### src/rtl/video_pkg.sv
// video_pkg: shared types, pattern encodings and bar colour table for the video pattern source
package video_pkg;
  typedef enum logic [1:0] {IDLE, ACTIVE, GAP} state_t;
  typedef enum logic [1:0] {PAT_BARS, PAT_RAMP, PAT_CHECKER, PAT_SOLID} pattern_t;
  typedef logic [31:0] pixel_t;
  typedef logic [63:0] beat_t;
  localparam logic [7:0][23:0] BAR_COLORS = {
    24'h000000, 24'h0000FF, 24'hFF0000, 24'hFF00FF,
    24'h00FF00, 24'h00FFFF, 24'hFFFF00, 24'hFFFFFF
  };
  localparam logic [15:0] CHECK_MASK = 16'h0020;
  function automatic pixel_t to_pixel(input logic [23:0] rgb);
    return {8'h00, rgb};
  endfunction
endpackage

### src/rtl/video_pattern_pixel.sv
// video_pattern_pixel: combinational RGB generator for one pixel of the selected test pattern
module video_pattern_pixel import video_pkg::*; #(
  parameter int H_ACTIVE = 640
) (
  input  logic [15:0] p,
  input  logic [15:0] y,
  input  pattern_t    pattern,
  input  logic [23:0] solid_color,
  output logic [23:0] rgb
);
  logic [2:0] k;
  logic       check;
  always_comb begin
    k = 3'((32'(p) * 32'd8) / 32'(H_ACTIVE));
    check = |((p ^ y) & CHECK_MASK);
    rgb = pattern == PAT_BARS    ? BAR_COLORS[k] :
          pattern == PAT_RAMP    ? {3{p[7:0]}} :
          pattern == PAT_CHECKER ? (check ? 24'hFFFFFF : 24'h000000) :
                                   solid_color;
  end
endmodule

### src/rtl/video_pattern_source.sv
// video_pattern_source: AXI4-Stream test pattern generator, two pixels per beat, framed by IDLE/ACTIVE/GAP
module video_pattern_source import video_pkg::*; #(
  parameter int H_ACTIVE  = 640,
  parameter int V_ACTIVE  = 480,
  parameter int FRAME_GAP = 16
) (
  input  logic        aclk,
  input  logic        aresetn,
  input  logic        aclken,
  input  logic        enable,
  input  logic [1:0]  pattern_sel,
  input  logic [23:0] solid_color,
  output logic [63:0] m_axis_video_tdata,
  output logic        m_axis_video_tvalid,
  input  logic        m_axis_video_tready,
  output logic        m_axis_video_tuser,
  output logic        m_axis_video_tlast,
  output logic [15:0] frame_count,
  output logic        busy
);
  localparam int BW = $clog2(H_ACTIVE / 2);
  localparam int YW = $clog2(V_ACTIVE);
  localparam int GW = $clog2(FRAME_GAP + 1);
  state_t          state, state_n;
  pattern_t        pat, pat_n;
  logic [23:0]     solid, solid_n;
  logic [BW-1:0]   b, b_n;
  logic [YW-1:0]   y, y_n;
  logic [GW-1:0]   g, g_n;
  logic [23:0]     rgb0, rgb1;
  logic            accept, last_beat, frame_end;
  assign accept    = aclken & m_axis_video_tvalid & m_axis_video_tready;
  assign last_beat = b == BW'(H_ACTIVE / 2 - 1);
  assign frame_end = accept & last_beat & (y == YW'(V_ACTIVE - 1));
  assign busy      = state != IDLE;
  always_comb begin
    state_n = state;
    g_n = g;
    pat_n = pat;
    solid_n = solid;
    b_n = accept ? (last_beat ? '0 : b + 1'b1) : b;
    y_n = (accept & last_beat) ? (frame_end ? '0 : y + 1'b1) : y;
    if (state == IDLE && enable) state_n = ACTIVE;
    if (state == ACTIVE && frame_end) begin
      state_n = GAP;
      g_n = '0;
    end
    if (state == GAP) begin
      g_n = g + 1'b1;
      if (g == GW'(FRAME_GAP - 1)) state_n = enable ? ACTIVE : IDLE;
    end
    if (state_n == ACTIVE && state != ACTIVE) begin
      pat_n = pattern_t'(pattern_sel);
      solid_n = solid_color;
    end
  end
  // Pixels are generated from next-cycle coordinates so the registered beat lines up with tvalid
  video_pattern_pixel #(.H_ACTIVE(H_ACTIVE)) u_px0 (
    .p(16'({b_n, 1'b0})), .y(16'(y_n)), .pattern(pat_n), .solid_color(solid_n), .rgb(rgb0)
  );
  video_pattern_pixel #(.H_ACTIVE(H_ACTIVE)) u_px1 (
    .p(16'({b_n, 1'b1})), .y(16'(y_n)), .pattern(pat_n), .solid_color(solid_n), .rgb(rgb1)
  );
  always_ff @(posedge aclk or negedge aresetn)
    if (!aresetn) begin
      state <= IDLE;
      pat <= PAT_BARS;
      solid <= '0;
      b <= '0;
      y <= '0;
      g <= '0;
      frame_count <= '0;
      m_axis_video_tvalid <= 1'b0;
      m_axis_video_tuser <= 1'b0;
      m_axis_video_tlast <= 1'b0;
      m_axis_video_tdata <= '0;
    end else if (aclken) begin
      state <= state_n;
      pat <= pat_n;
      solid <= solid_n;
      b <= b_n;
      y <= y_n;
      g <= g_n;
      if (frame_end) frame_count <= frame_count + 1'b1;
      m_axis_video_tvalid <= state_n == ACTIVE;
      m_axis_video_tuser <= state_n == ACTIVE && b_n == '0 && y_n == '0;
      m_axis_video_tlast <= state_n == ACTIVE && b_n == BW'(H_ACTIVE / 2 - 1);
      m_axis_video_tdata <= state_n == ACTIVE ? {to_pixel(rgb1), to_pixel(rgb0)} : '0;
    end
endmodule

### config.mk
export PLATFORM = sky130hd
export DESIGN_NAME = video_pattern_source
export DESIGN_NICKNAME = d
export VERILOG_FILES = /design/src/rtl/video_pkg.sv /design/src/rtl/video_pattern_pixel.sv /design/src/rtl/video_pattern_source.sv
export SDC_FILE = /design/constraint.sdc
export NUM_CORES = 1
export LEC_CHECK = 0
export CAP_MARGIN = 20
export CORE_UTILIZATION = 41
export DETAILED_ROUTE_END_ITERATION = 10
export SETUP_SLACK_MARGIN = 0.1
export SYNTH_ARGS = -nofsm -noshare
export SYNTH_HDL_FRONTEND = slang
export SYNTH_HIERARCHICAL = 1
export SYNTH_SLANG_ARGS = --single-unit
### constraint.sdc
create_clock -name aclk -period 7.65 [get_ports aclk]
set_clock_uncertainty 0.1 [all_clocks]
set_input_delay 1.53 -clock aclk [delete_from_list [all_inputs] [get_ports aclk]]
set_output_delay 1.53 -clock aclk [all_outputs]
set_load 0.05 [all_outputs]
Word-level counts from Yosys, hierarchy flattened:

Memory sizes are Yosys's and may differ from the RTL's.
Index checks and enable logic that the tools add are counted.

* add/subtract/negate cells: 4
* multipliers: 0
* div/mod/pow operators: 2
* magnitude comparators: 2
* eq/ne operators: 10
* shift-type cells: 0
* muxes and demuxes: 24
* bitwise gates (word level): 6
* reduce and logical (&&, ||, !) cells: 14

Operators with widths (number)
* $mux 24: 11
* $div 13x10->32 const B: 2
* $mux 56: 1
* $mux 9: 4
* $eq 9x9->1 const B: 3
* $add 9x1->9 const B: 2
* $logic_not 9->1: 2
* $add 16x1->16 const B: 1
* $xor 6x6->6: 2
* $mux 2: 5
* $mux 5: 2
* $lt 3x4->1 const B: 2
* $eq 2x1->1 const B: 3
* $logic_and 1x1->1: 6
* $add 5x1->5 const B: 1
* $eq 5x4->1 const B: 1
* $and 1x1->1: 4
* $eq 2x2->1 const B: 2
* $logic_not 2->1: 2
* $reduce_and 2->1: 2
* $reduce_bool 2->1: 2
* $ne 2x1->1 const B: 1
* $mux 1: 1

* register bits after elaboration: 134
* latch bits: 0
* RAM bits: 0
* bits in read-only memories: 384
* logic and storage cells: 75
* memories kept: 2

Memory list
* (name not given): depth 8, bits a word 24, read ports 1, clocked after memory_dff 0, wr ports 0, RTL line video_pattern_pixel.sv:16 `rgb = pattern == PAT_BARS ? BAR_COLORS[k] :`
* (name not given): depth 8, bits a word 24, read ports 1, clocked after memory_dff 0, wr ports 0, RTL line video_pattern_pixel.sv:16

Depth between registers and ports, before layout:

Gate-level depths: netlist (run 1).

* depth in word-level cells: 16
* depth in mapped cells: 19

Cells and area by module:

The synthesis (run 1) kept the hierarchy.

Modules (own cells, without submodules)
* video_pattern_source: instances 1, cells an instance 529, area an instance 5661.7 µm²
* video_pattern_pixel: instances 2, cells an instance 299, area an instance 2049.5 µm²

Worst setup path before layout (run 1):

OpenSTA, ideal clock, no wires.

* path kind: input -> register
* from: input m_axis_video_tready
* to: register m_axis_video_tdata[16]
* library setup time: 0.121 ns
* data arrival time: 5.249 ns
* required time: 7.429 ns
* setup slack: 2.180 ns
* stages on the path: 17
* path buffers: 3
* cell sequence: nand4_4 > buf_6 > nor4_1 > a21oi_1 > o22ai_1 > clkbuf_1 > nor3b_1 > nor3_1 > or2_1 > clkbuf_1 > nor3_1 > a22oi_1 > or4_1 > o211ai_2 > nand2_1 > o32a_1 > a22o_1

* elaborated cells between the ends (all ways): 26
* those cells by class: div: 1; eq/ne: 3; mux: 14; bitwise: 4; reduce/logical: 3; memory: 1

RTL lines
* start: declaration: RTL line video_pattern_source.sv:15 `input logic m_axis_video_tready,`
* $and 1x1->1: RTL line video_pattern_source.sv:32 `assign accept = aclken & m_axis_video_tvalid & m_axis_video_tready;`
* $mux 9: RTL line video_pattern_source.sv:41 `b_n = accept ? (last_beat ? '0 : b + 1'b1) : b;`
* net b_n[8]: RTL line video_pattern_source.sv:27 `logic [BW-1:0] b, b_n;`
* $div 13x10->32: RTL line video_pattern_pixel.sv:14 `k = 3'((32'(p) * 32'd8) / 32'(H_ACTIVE));`
* $mem_v2 8x24
* $mux 24 (implied by the code): RTL line video_pattern_pixel.sv:16
* $mux 24: RTL line video_pattern_pixel.sv:16
* net rgb0[16]: RTL line video_pattern_source.sv:30 `logic [23:0] rgb0, rgb1;`
* $mux 56: RTL line video_pattern_source.sv:88 `m_axis_video_tdata <= state_n == ACTIVE ? {to_pixel(rgb1), to_pixel(rgb0)} : '0;`
* end signal: assignment: RTL line video_pattern_source.sv:88
* end: declaration: RTL line video_pattern_source.sv:13 `output logic [63:0] m_axis_video_tdata,`

The timed path passes the listed nets, and every way through them passes these cells. The select of a mux whose other input is x is not followed.
A chain may end at the register's enable or synchronous reset.

Worst setup path in the final report (run 1):

* from: input m_axis_video_tready
* to: register m_axis_video_tdata[6]

The elaborated chain is that of the path after synthesis.

==> impl_metrics.json, run 1 <==
{
  "cp.arrival_ns": 6.37,
  "cts-buffers-inserted": 17,
  "drt_pass1_iterations": 5,
  "clkTransAtPathRegs_ns": 0.06,
  "netlist_area_sq_mm": 0.00973,
  "worst-path-max-fanout": 24,
  "rows": 56,
  "required_ns": 7.86,
  "reg2reg_depth": 16,
  "hold_viol": 0,
  "layout-drive-gt1-share": 0.134,
  "finalPower_mw": 3.03,
  "n_fill_cell": 2296,
  "period_share": 0.806,
  "cts_root_buf": "clkbuf_16",
  "rsz0062_at_grt": "false",
  "cts_setup_buffers": 0,
  "pwr_density_cell_mw_per_mm2": 264,
  "maxCapViolations": 0,
  "tns_ns": 0,
  "yosysWarnings": 6,
  "outcome": "finished clean",
  "clkSinkCount": 118,
  "ant_nets": 0,
  "htreeDepth": 4,
  "dp_hpwl_um": 18300,
  "min-delay-path-class": "reg -> reg",
  "min-delay-start": "frame_count[15]$_DFFE_PN0P_",
  "cellLeakagePower_nw": 4.57,
  "min_period_ns": 6.17,
  "grtUsageTotal": 0.218,
  "tightest_slew_ns": 1.16,
  "p_seq_frac": 0.281,
  "ir_worst_vdd_mv": 0.149,
  "clockPowerShare": 0.252,
  "wirelength_um": 26100,
  "cts_resized": 0,
  "p_int_mw": 1.70,
  "viasPerCell": 5.66,
  "dr.first_iter.drc_count": 645,
  "start_util": 0.416,
  "grt_max_degree": 79,
  "comb_power_share": 0.467,
  "drc": 0,
  "regArea_sq_mm": 0.00295,
  "areaGrowthSynthToFinish_pct": 17.8,
  "slew_viol_final": 0,
  "cp-startpoint": "m_axis_video_tready",
  "vias": 8693,
  "portBuffers": 98,
  "avgSynthCellArea_sq_um": 8.67,
  "r2r_start": "b[0]$_DFFE_PN0P_",
  "rr_endpoint": "m_axis_video_tdata[6]$_DFFE_PN0P_",
  "antenna_found_initial": 0,
  "die-area_sq_mm": 0.0244,
  "gp_congestion": 0.873,
  "setup_viol": 0,
  "path_class": "in -> reg",
  "fmax_mhz": 162,
  "critPathLaunchType": "input pin",
  "multi_input_area_sq_mm": 0.00640,
  "grt_first_pass_wirelength_um": 42400,
  "relSlewSlack": 0.227,
  "clock_latency_ns": 0.42,
  "layout.nets": 1240,
  "die_w_um": 156,
  "end_kind": "flip-flop",
  "pin_count": 115,
  "p_sw_frac": 0.437,
  "hold_buffers": 0,
  "clockBufferDepth": 2,
  "grt_pass1_vias": 7877,
  "r2r_setup_slack_ns": 2.36,
  "grt-ovfl-total": 0,
  "detail_route.wl_per_cell_um": 17.0,
  "hold-path-endpoint": "frame_count[15]$_DFFE_PN0P_",
  "die_h_um": 156,
  "diodes": 0,
  "switching_power_mw": 1.32,
  "hold_depth": 1,
  "cts_tree": "done",
  "core_area_sq_mm": 0.0234,
  "netlist_instances": 1123
}
==> layout by cell type (no fill, tap or decap), types with 8 or more instances in the layout <==
master,n
nor2b_1,23
nor3b_1,10
nor3_1,25
o211ai_2,8
a21oi_1,56
dfrtp_1,118
and2_1,17
a21o_1,24
inv_1,14
o211ai_1,8
nand3_1,28
xnor2_1,24
nand2_1,70
conb_1,58
nand3b_1,9
nor2_1,147
or3_1,8
mux2_2,36
nand2b_1,18
buf_4,14
a31oi_1,21
clkbuf_16,17
nand4_1,14
mux2i_1,9
o31ai_1,22
o21ai_0,54
xor2_1,15
clkdlybuf4s50_1,97
a22o_1,50
a211oi_1,9
==> registers in the layout, indices dropped and copies added (netlist names) <==
name and cells:
solid 24, pat 2, m_axis_video_tdata 48, m_axis_video_tlast 1, b 9, frame_count 16
g 5, state 2, m_axis_video_tuser 1, m_axis_video_tvalid 1, y 9
==> per-layer routing <==
metal,vias up,track usage,wire (um)
met1,4152,0.310,12700
met2,249,0.340,11700
met3,24,0.0339,1380
met5,-,0,0
met4,0,0.0602,350
li1,4268,-,-
==> stage by stage <==
step	hold WS [ns]	instances	util	cell area, sq um	setup slack (ns)
floorplan	0.369	1179	-	9940	2.18
global placement	0.362	1504	0.466	10900	1.21
detailed placement	0.375	1504	0.466	10900	1.13
CTS	0.383	1536	0.490	11500	1.56
global route	0.412	1536	0.490	11500	1.03
finish	0.370	1536	0.490	11500	1.48
==> critical path, stage by stage <==
cell	delay, ns
clkdlybuf4s50_1	0.55
nand4_4	0.25
nor4_1	0.40
a21oi_1	0.16
o22ai_2	0.18
buf_4	0.33
nor3b_1	0.31
nor3_1	0.09
nor2_1	0.63
a22oi_1	0.24
o221ai_2	0.38
or2_2	0.23
o211ai_2	0.19
a311oi_4	0.51
o31ai_1	0.17
a22o_1	0.21
==> layout make-up <==
type	count	area share
Clock buffer	18	0.0383
Timing Repair Buffer	111	0.0939
Sequential cell	118	0.258
Inverter	17	0.00557
Tap cell	319	0.0348
Multi-Input combinational cell	939	0.559
Clock inverter	14	0.0111
==> power by group through the flow <==
stage	clock (mW)	sequential, mW	combinational [mW]
after detailed placement	0	0.860	1.38
after global placement	0	0.860	1.37
after floorplan	0	1.11	0.754
final	0.763	0.851	1.41
after global routing	0.810	0.868	1.52
after CTS	0.776	0.851	1.39
==> how the worst max path moves through the flow <==
stage	endpoint	slack (ns)
global placement	m_axis_video_tdata[6]$_DFFE_PN0P_	1.21
detailed placement	m_axis_video_tdata[6]$_DFFE_PN0P_	1.13
global route	m_axis_video_tdata[6]$_DFFE_PN0P_	1.03
floorplan	m_axis_video_tdata[16]$_DFFE_PN0P_	2.18
finish	m_axis_video_tdata[6]$_DFFE_PN0P_	1.48
CTS	m_axis_video_tdata[6]$_DFFE_PN0P_	1.56
Power figures use the tool's default switching activity.
==> run 2, diff against run 1 <==
Clock period 7.65 ns to 6.35 ns, I/O delays scaled along.
==> run 2 against run 1 <==
  * Core utilization rose by 0.58 points
  * Worst hold slack got worse by 0.0048 ns
  * Register-to-register slack got worse by 1.2 ns
  * Wire length rose by 0.61%
  * Sequential power rose by 20%
  * Highest routed layer unchanged
  * Worst setup slack got worse by 0.91 ns
  * Die area did not move
  * Non-clock buffer count rose by 10
  * Cell area rose by 1.2%
  * Sequential share of layout area fell by 0.30 points
  * Critical path type unchanged
==> impl_metrics.json, run 2 (synthesis results as in run 1) <==
{
  "dr.first_iter.drc_count": 624,
  "gp_congestion": 0.851,
  "ant_nets": 0,
  "fin_ws_ns": 0.566,
  "start_util": 0.416,
  "clockPowerShare": 0.273,
  "vias": 8776,
  "maxCapViolations": 0,
  "required_ns": 6.55,
  "clkSinkCount": 118,
  "clockBufferDepth": 2,
  "rows": 56,
  "r2r_setup_slack_ns": 1.13,
  "cts_setup_buffers": 0,
  "tns_ns": 0,
  "largest_reg_flops": 48,
  "ir_worst_vdd_mv": 0.202,
  "grt_pass1_vias": 8010,
  "p_int_mw": 2.17,
  "core_area_sq_mm": 0.0234,
  "cts-buffers-inserted": 17,
  "htreeDepth": 4,
  "cp.arrival_ns": 5.99,
  "setup_viol": 0,
  "diodes": 0,
  "clock_latency_ns": 0.42,
  "pin_count": 115,
  "critPathLaunchType": "input pin",
  "die_w_um": 156,
  "busiest_layer": "met2",
  "n_fill_cell": 2250,
  "grt_first_pass_wirelength_um": 42600,
  "top_register": "m_axis_video_tdata",
  "p_seq_frac": 0.272,
  "slew_viol_final": 0,
  "min_period_ns": 5.78,
  "rsz0062_at_grt": "false",
  "use_met3": 0.0317,
  "switching_power_mw": 1.58,
  "grt_max_degree": 78,
  "drc": 0,
  "drt_pass1_iterations": 5,
  "relSlewSlack": 0.414,
  "outcome": "finished clean",
  "layout_common_cells": "nor2_1 (147), dfrtp_1 (118), clkdlybuf4s50_1 (97)",
  "tightest_slew_ns": 0.876,
  "p_sw_frac": 0.422,
  "pwr_density_cell_mw_per_mm2": 324,
  "detail_route.wl_per_cell_um": 17.0,
  "place_ws_ns": 0.234,
  "worst-path-max-fanout": 15,
  "antenna_found_initial": 0,
  "portBuffers": 98,
  "layout-drive-gt1-share": 0.140,
  "grt_util_met1": 0.312,
  "wirelength_um": 26300,
  "comb_power_share": 0.455,
  "clkTransAtPathRegs_ns": 0.06,
  "end_kind": "flip-flop",
  "grtUsageTotal": 0.220,
  "cts_tree": "done",
  "period_share": 0.911,
  "cts_root_buf": "clkbuf_16",
  "hold_buffers": 0,
  "final_common_cell": "nor2_1",
  "min-delay-path-class": "reg -> reg",
  "dp_hpwl_um": 18500,
  "cts_resized": 0,
  "reg_top3": "m_axis_video_tdata: 48 flops, solid: 24 flops, frame_count: 16 flops",
  "die-area_sq_mm": 0.0244,
  "areaGrowthSynthToFinish_pct": 19.2,
  "cellLeakagePower_nw": 4.66,
  "hold_viol": 0,
  "path_class": "in -> reg",
  "grt-ovfl-total": 0,
  "fmax_mhz": 173,
  "viasPerCell": 5.68,
  "die_h_um": 156,
  "use_met2": 0.346,
  "layout.nets": 1250
}
==> run 2: changes by cell type in the layout (fill, tap and decap cells not counted) <==
cell / before / now
clkbuf_1: 0 / 1
inv_6: 2 / 3
buf_4: 14 / 24
clkbuf_8: 1 / 0
clkinv_2: 3 / 2
bufinv_16: 1 / 4
clkinvlp_4: 4 / 1
==> run 2: final cells by class <==
class,instances,area [sq um],share of cell area
clock buffers,18,429,0.0370
well taps,319,399,0.0344
inverters,17,63.8,0.00550
repair buffers,121,1150,0.0992
flip-flops and latches,118,2950,0.255
clock inverters,14,199,0.0172
multi-input cells,939,6400,0.552
==> run 2: routing by layer <==
metal,part of all wire,up-vias,wire [um]
met3,0.050,32,1320
met5,0,-,0
met1,0.48,4213,12700
met2,0.45,247,11800
li1,-,4284,-
met4,0.018,0,478
==> run 2: power groups by stage <==
stage / clock [mW] / sequential, mW / combinational [mW]
6_report: 1.03 / 1.02 / 1.71
5_1_grt: 1.08 / 1.04 / 1.84
4_1_cts: 1.05 / 1.02 / 1.68
3_5_place_dp: 0 / 1.03 / 1.68
3_3_place_gp: 0 / 1.03 / 1.67
2_1_floorplan: 0 / 1.33 / 0.908
==> run 2: worst paths after layout <==
kind / from / end / depth (start not counted)
worst max-delay path: m_axis_video_tready / m_axis_video_tdata[1]$_DFFE_PN0P_ / 16
worst min-delay path: frame_count[15]$_DFFE_PN0P_ / frame_count[15]$_DFFE_PN0P_ / 1
worst max register to register: b[0]$_DFFE_PN0P_ / m_axis_video_tdata[1]$_DFFE_PN0P_ / 16
worst min register to register: frame_count[15]$_DFFE_PN0P_ / frame_count[15]$_DFFE_PN0P_ / 1
max in group asynchronous: aresetn / m_axis_video_tdata[34]$_DFFE_PN0P_ / 2
min in group asynchronous: aresetn / frame_count[7]$_DFFE_PN0P_ / 1
==> run 2: critical path: stages <==
cell and delay (ns):
clkdlybuf4s50_1 0.55, nand4_4 0.16, nor3_2 0.31, a21boi_1 0.29
o22ai_2 0.16, nor2_1 0.39, nand3_1 0.12, o32ai_1 0.49
nor4b_4 0.14, nor2_4 0.32, o221ai_2 0.22, o41ai_2 0.43
o211ai_2 0.26, a211oi_2 0.54, o31ai_1 0.13, a22o_1 0.21
==> run 2: through the flow <==
step	hold WS, ns	instance area (sq um)	std cells	util	total power [mW]
floorplan	0.369	9940	1179	-	2.24
global placement	0.361	11000	1514	0.469	2.70
detailed placement	0.367	11000	1514	0.469	2.71
CTS	0.375	11600	1546	0.496	3.75
global route	0.419	11600	1546	0.496	3.96
finish	0.365	11600	1546	0.496	3.76
==> run 3, diff against run 2 <==
Clock period 6.35 ns to 6.6 ns, I/O delays scaled along.
==> run 3 against run 2 <==
  * Die area stayed put
  * Largest cell class unchanged
  * Sequential power is 4% lower
  * Global-route usage is 0.40 points lower
  * Via count is 0.93% lower
  * Highest routed layer unchanged
  * Core utilization is 0.064 points lower
  * Clock-buffer cell count is 3 higher
  * Sequential share of layout area hardly changed
  * Largest power group unchanged
  * Combinational power is 4% lower
  * First-iteration DRC count is 2.6% higher
==> impl_metrics.json, run 3 (synthesis results as in run 1) <==
{
  "outcome": "finished clean",
  "grtUsageTotal": 0.216,
  "worst-path-max-fanout": 24,
  "core_area_sq_mm": 0.0234,
  "min_period_ns": 6.01,
  "slew_viol_final": 0,
  "hold_viol": 0,
  "die_h_um": 156,
  "drt_pass1_iterations": 5,
  "portBuffers": 98,
  "grt_max_degree": 78,
  "cts-buffers-inserted": 17,
  "hold_buffers": 0,
  "rsz0062_at_grt": "false",
  "path_class": "in -> reg",
  "relSlewSlack": 0.266,
  "die_w_um": 156,
  "pin_count": 115,
  "final_common_cell": "nor2_1",
  "cp.arrival_ns": 6.20,
  "cts_setup_buffers": 0,
  "dp_hpwl_um": 18300,
  "largest_reg_flops": 48,
  "clock_latency_ns": 0.41,
  "antenna_found_initial": 0,
  "design_area_sq_mm": 0.0116,
  "clockBufferDepth": 2,
  "fmax_mhz": 166,
  "diodes": 0,
  "grt-ovfl-total": 0,
  "tightest_slew_ns": 1.10,
  "layout.nets": 1243,
  "ant_nets": 0,
  "grt_first_pass_wirelength_um": 42000,
  "setup_viol": 0,
  "reg_top3": "m_axis_video_tdata: 48 flops, solid: 24 flops, frame_count: 16 flops",
  "placed_area_sq_mm": 0.0109,
  "r2r_setup_slack_ns": 1.29,
  "clkSinkCount": 118,
  "ir_worst_vdd_mv": 0.176,
  "layout_common_cells": "nor2_1 (147), dfrtp_1 (118), clkdlybuf4s50_1 (97)",
  "maxCapViolations": 0,
  "clkTransAtPathRegs_ns": 0.05,
  "hold_depth": 1,
  "areaGrowthSynthToFinish_pct": 19.0,
  "place_ws_ns": 0.231,
  "period_share": 0.910,
  "tns_ns": 0,
  "wirelength_um": 26000,
  "rows": 56,
  "pwr_density_cell_mw_per_mm2": 316,
  "cts_root_buf": "clkbuf_16",
  "critPathLaunchType": "input pin",
  "die-area_sq_mm": 0.0244,
  "fin_ws_ns": 0.593,
  "viasPerCell": 5.65,
  "required_ns": 6.80,
  "end_kind": "flip-flop",
  "cts_resized": 0,
  "grt_pass1_vias": 7723,
  "vias": 8694,
  "drc": 0,
  "n_fill_cell": 2248,
  "layout-drive-gt1-share": 0.135,
  "htreeDepth": 4,
  "cellLeakagePower_nw": 4.64,
  "start_util": 0.416,
  "top_register": "m_axis_video_tdata",
  "detail_route.wl_per_cell_um": 16.9,
  "cts_tree": "done",
  "min-delay-path-class": "reg -> reg",
  "reg2reg_depth": 15,
  "gp_congestion": 0.847,
  "dr.first_iter.drc_count": 640
}
-- run 3: cell count changes in the layout (fill, tap and decap cells not counted), sizes merged --
| cell | before | now |
|---|---|---|
| clkbuf | 18 | 21 |
| clkinv | 6 | 2 |
| clkinvlp | 1 | 3 |
| bufinv | 4 | 5 |
| buf | 24 | 17 |
| inv | 20 | 18 |
-- run 3: final timing paths --
path / startpoint / to
worst max-delay path: m_axis_video_tready / m_axis_video_tdata[6]$_DFFE_PN0P_
worst min-delay path: frame_count[15]$_DFFE_PN0P_ / frame_count[15]$_DFFE_PN0P_
worst max register to register: b[0]$_DFFE_PN0P_ / m_axis_video_tdata[6]$_DFFE_PN0P_
worst min register to register: frame_count[15]$_DFFE_PN0P_ / frame_count[15]$_DFFE_PN0P_
max in group asynchronous: aresetn / m_axis_video_tdata[44]$_DFFE_PN0P_
min in group asynchronous: aresetn / frame_count[7]$_DFFE_PN0P_
-- run 3: cell type report --
cell class / instances / area (sq um) / area share
clock buffers: 21 / 470 / 0.0406
clock inverters: 11 / 195 / 0.0168
inverters: 17 / 63.8 / 0.00551
multi-input cells: 939 / 6400 / 0.553
flip-flops and latches: 118 / 2950 / 0.255
well taps: 319 / 399 / 0.0345
repair buffers: 114 / 1100 / 0.0948
-- run 3: layer usage --
| layer | global-route usage | vias to the layer above | wire length [um] |
|---|---|---|---|
| met5 | 0 | - | 0 |
| met4 | 0.0677 | 0 | 558 |
| met3 | 0.0328 | 32 | 1260 |
| met2 | 0.323 | 249 | 11400 |
| met1 | 0.317 | 4149 | 12800 |
| li1 | - | 4264 | - |
-- run 3: critical path, cell delays in order --
cell and delay [ns]:
clkdlybuf4s50_1 0.54, nand4_4 0.24, nor4_1 0.38, a21oi_1 0.16, o22ai_2 0.22, buf_4 0.33, nor3b_1 0.33, nor3_1 0.09
nor2_1 0.64, a2111oi_2 0.30, o41ai_2 0.47, o211ai_2 0.25, a211oi_2 0.53, o31ai_1 0.16, a22o_1 0.22
-- run 3: per-stage QoR --
stage / total power [mW] / std cells / utilization / hold slack, ns
4_1_cts: 3.65 / 1539 / 0.495 / 0.374
3_5_place_dp: 2.60 / 1507 / 0.467 / 0.366
5_1_grt: 3.84 / 1539 / 0.495 / 0.408
2_1_floorplan: 2.16 / 1179 / - / 0.369
6_report: 3.66 / 1539 / 0.495 / 0.366
3_3_place_gp: 2.59 / 1507 / 0.467 / 0.362
-- run 3: report_power, final --
group	internal [mW]	total, mW	switching, mW
sequential	0.864	0.984	0.119
clock	0.701	1.04	0.339
combinational	0.582	1.64	1.05
total	2.15	3.66	1.51
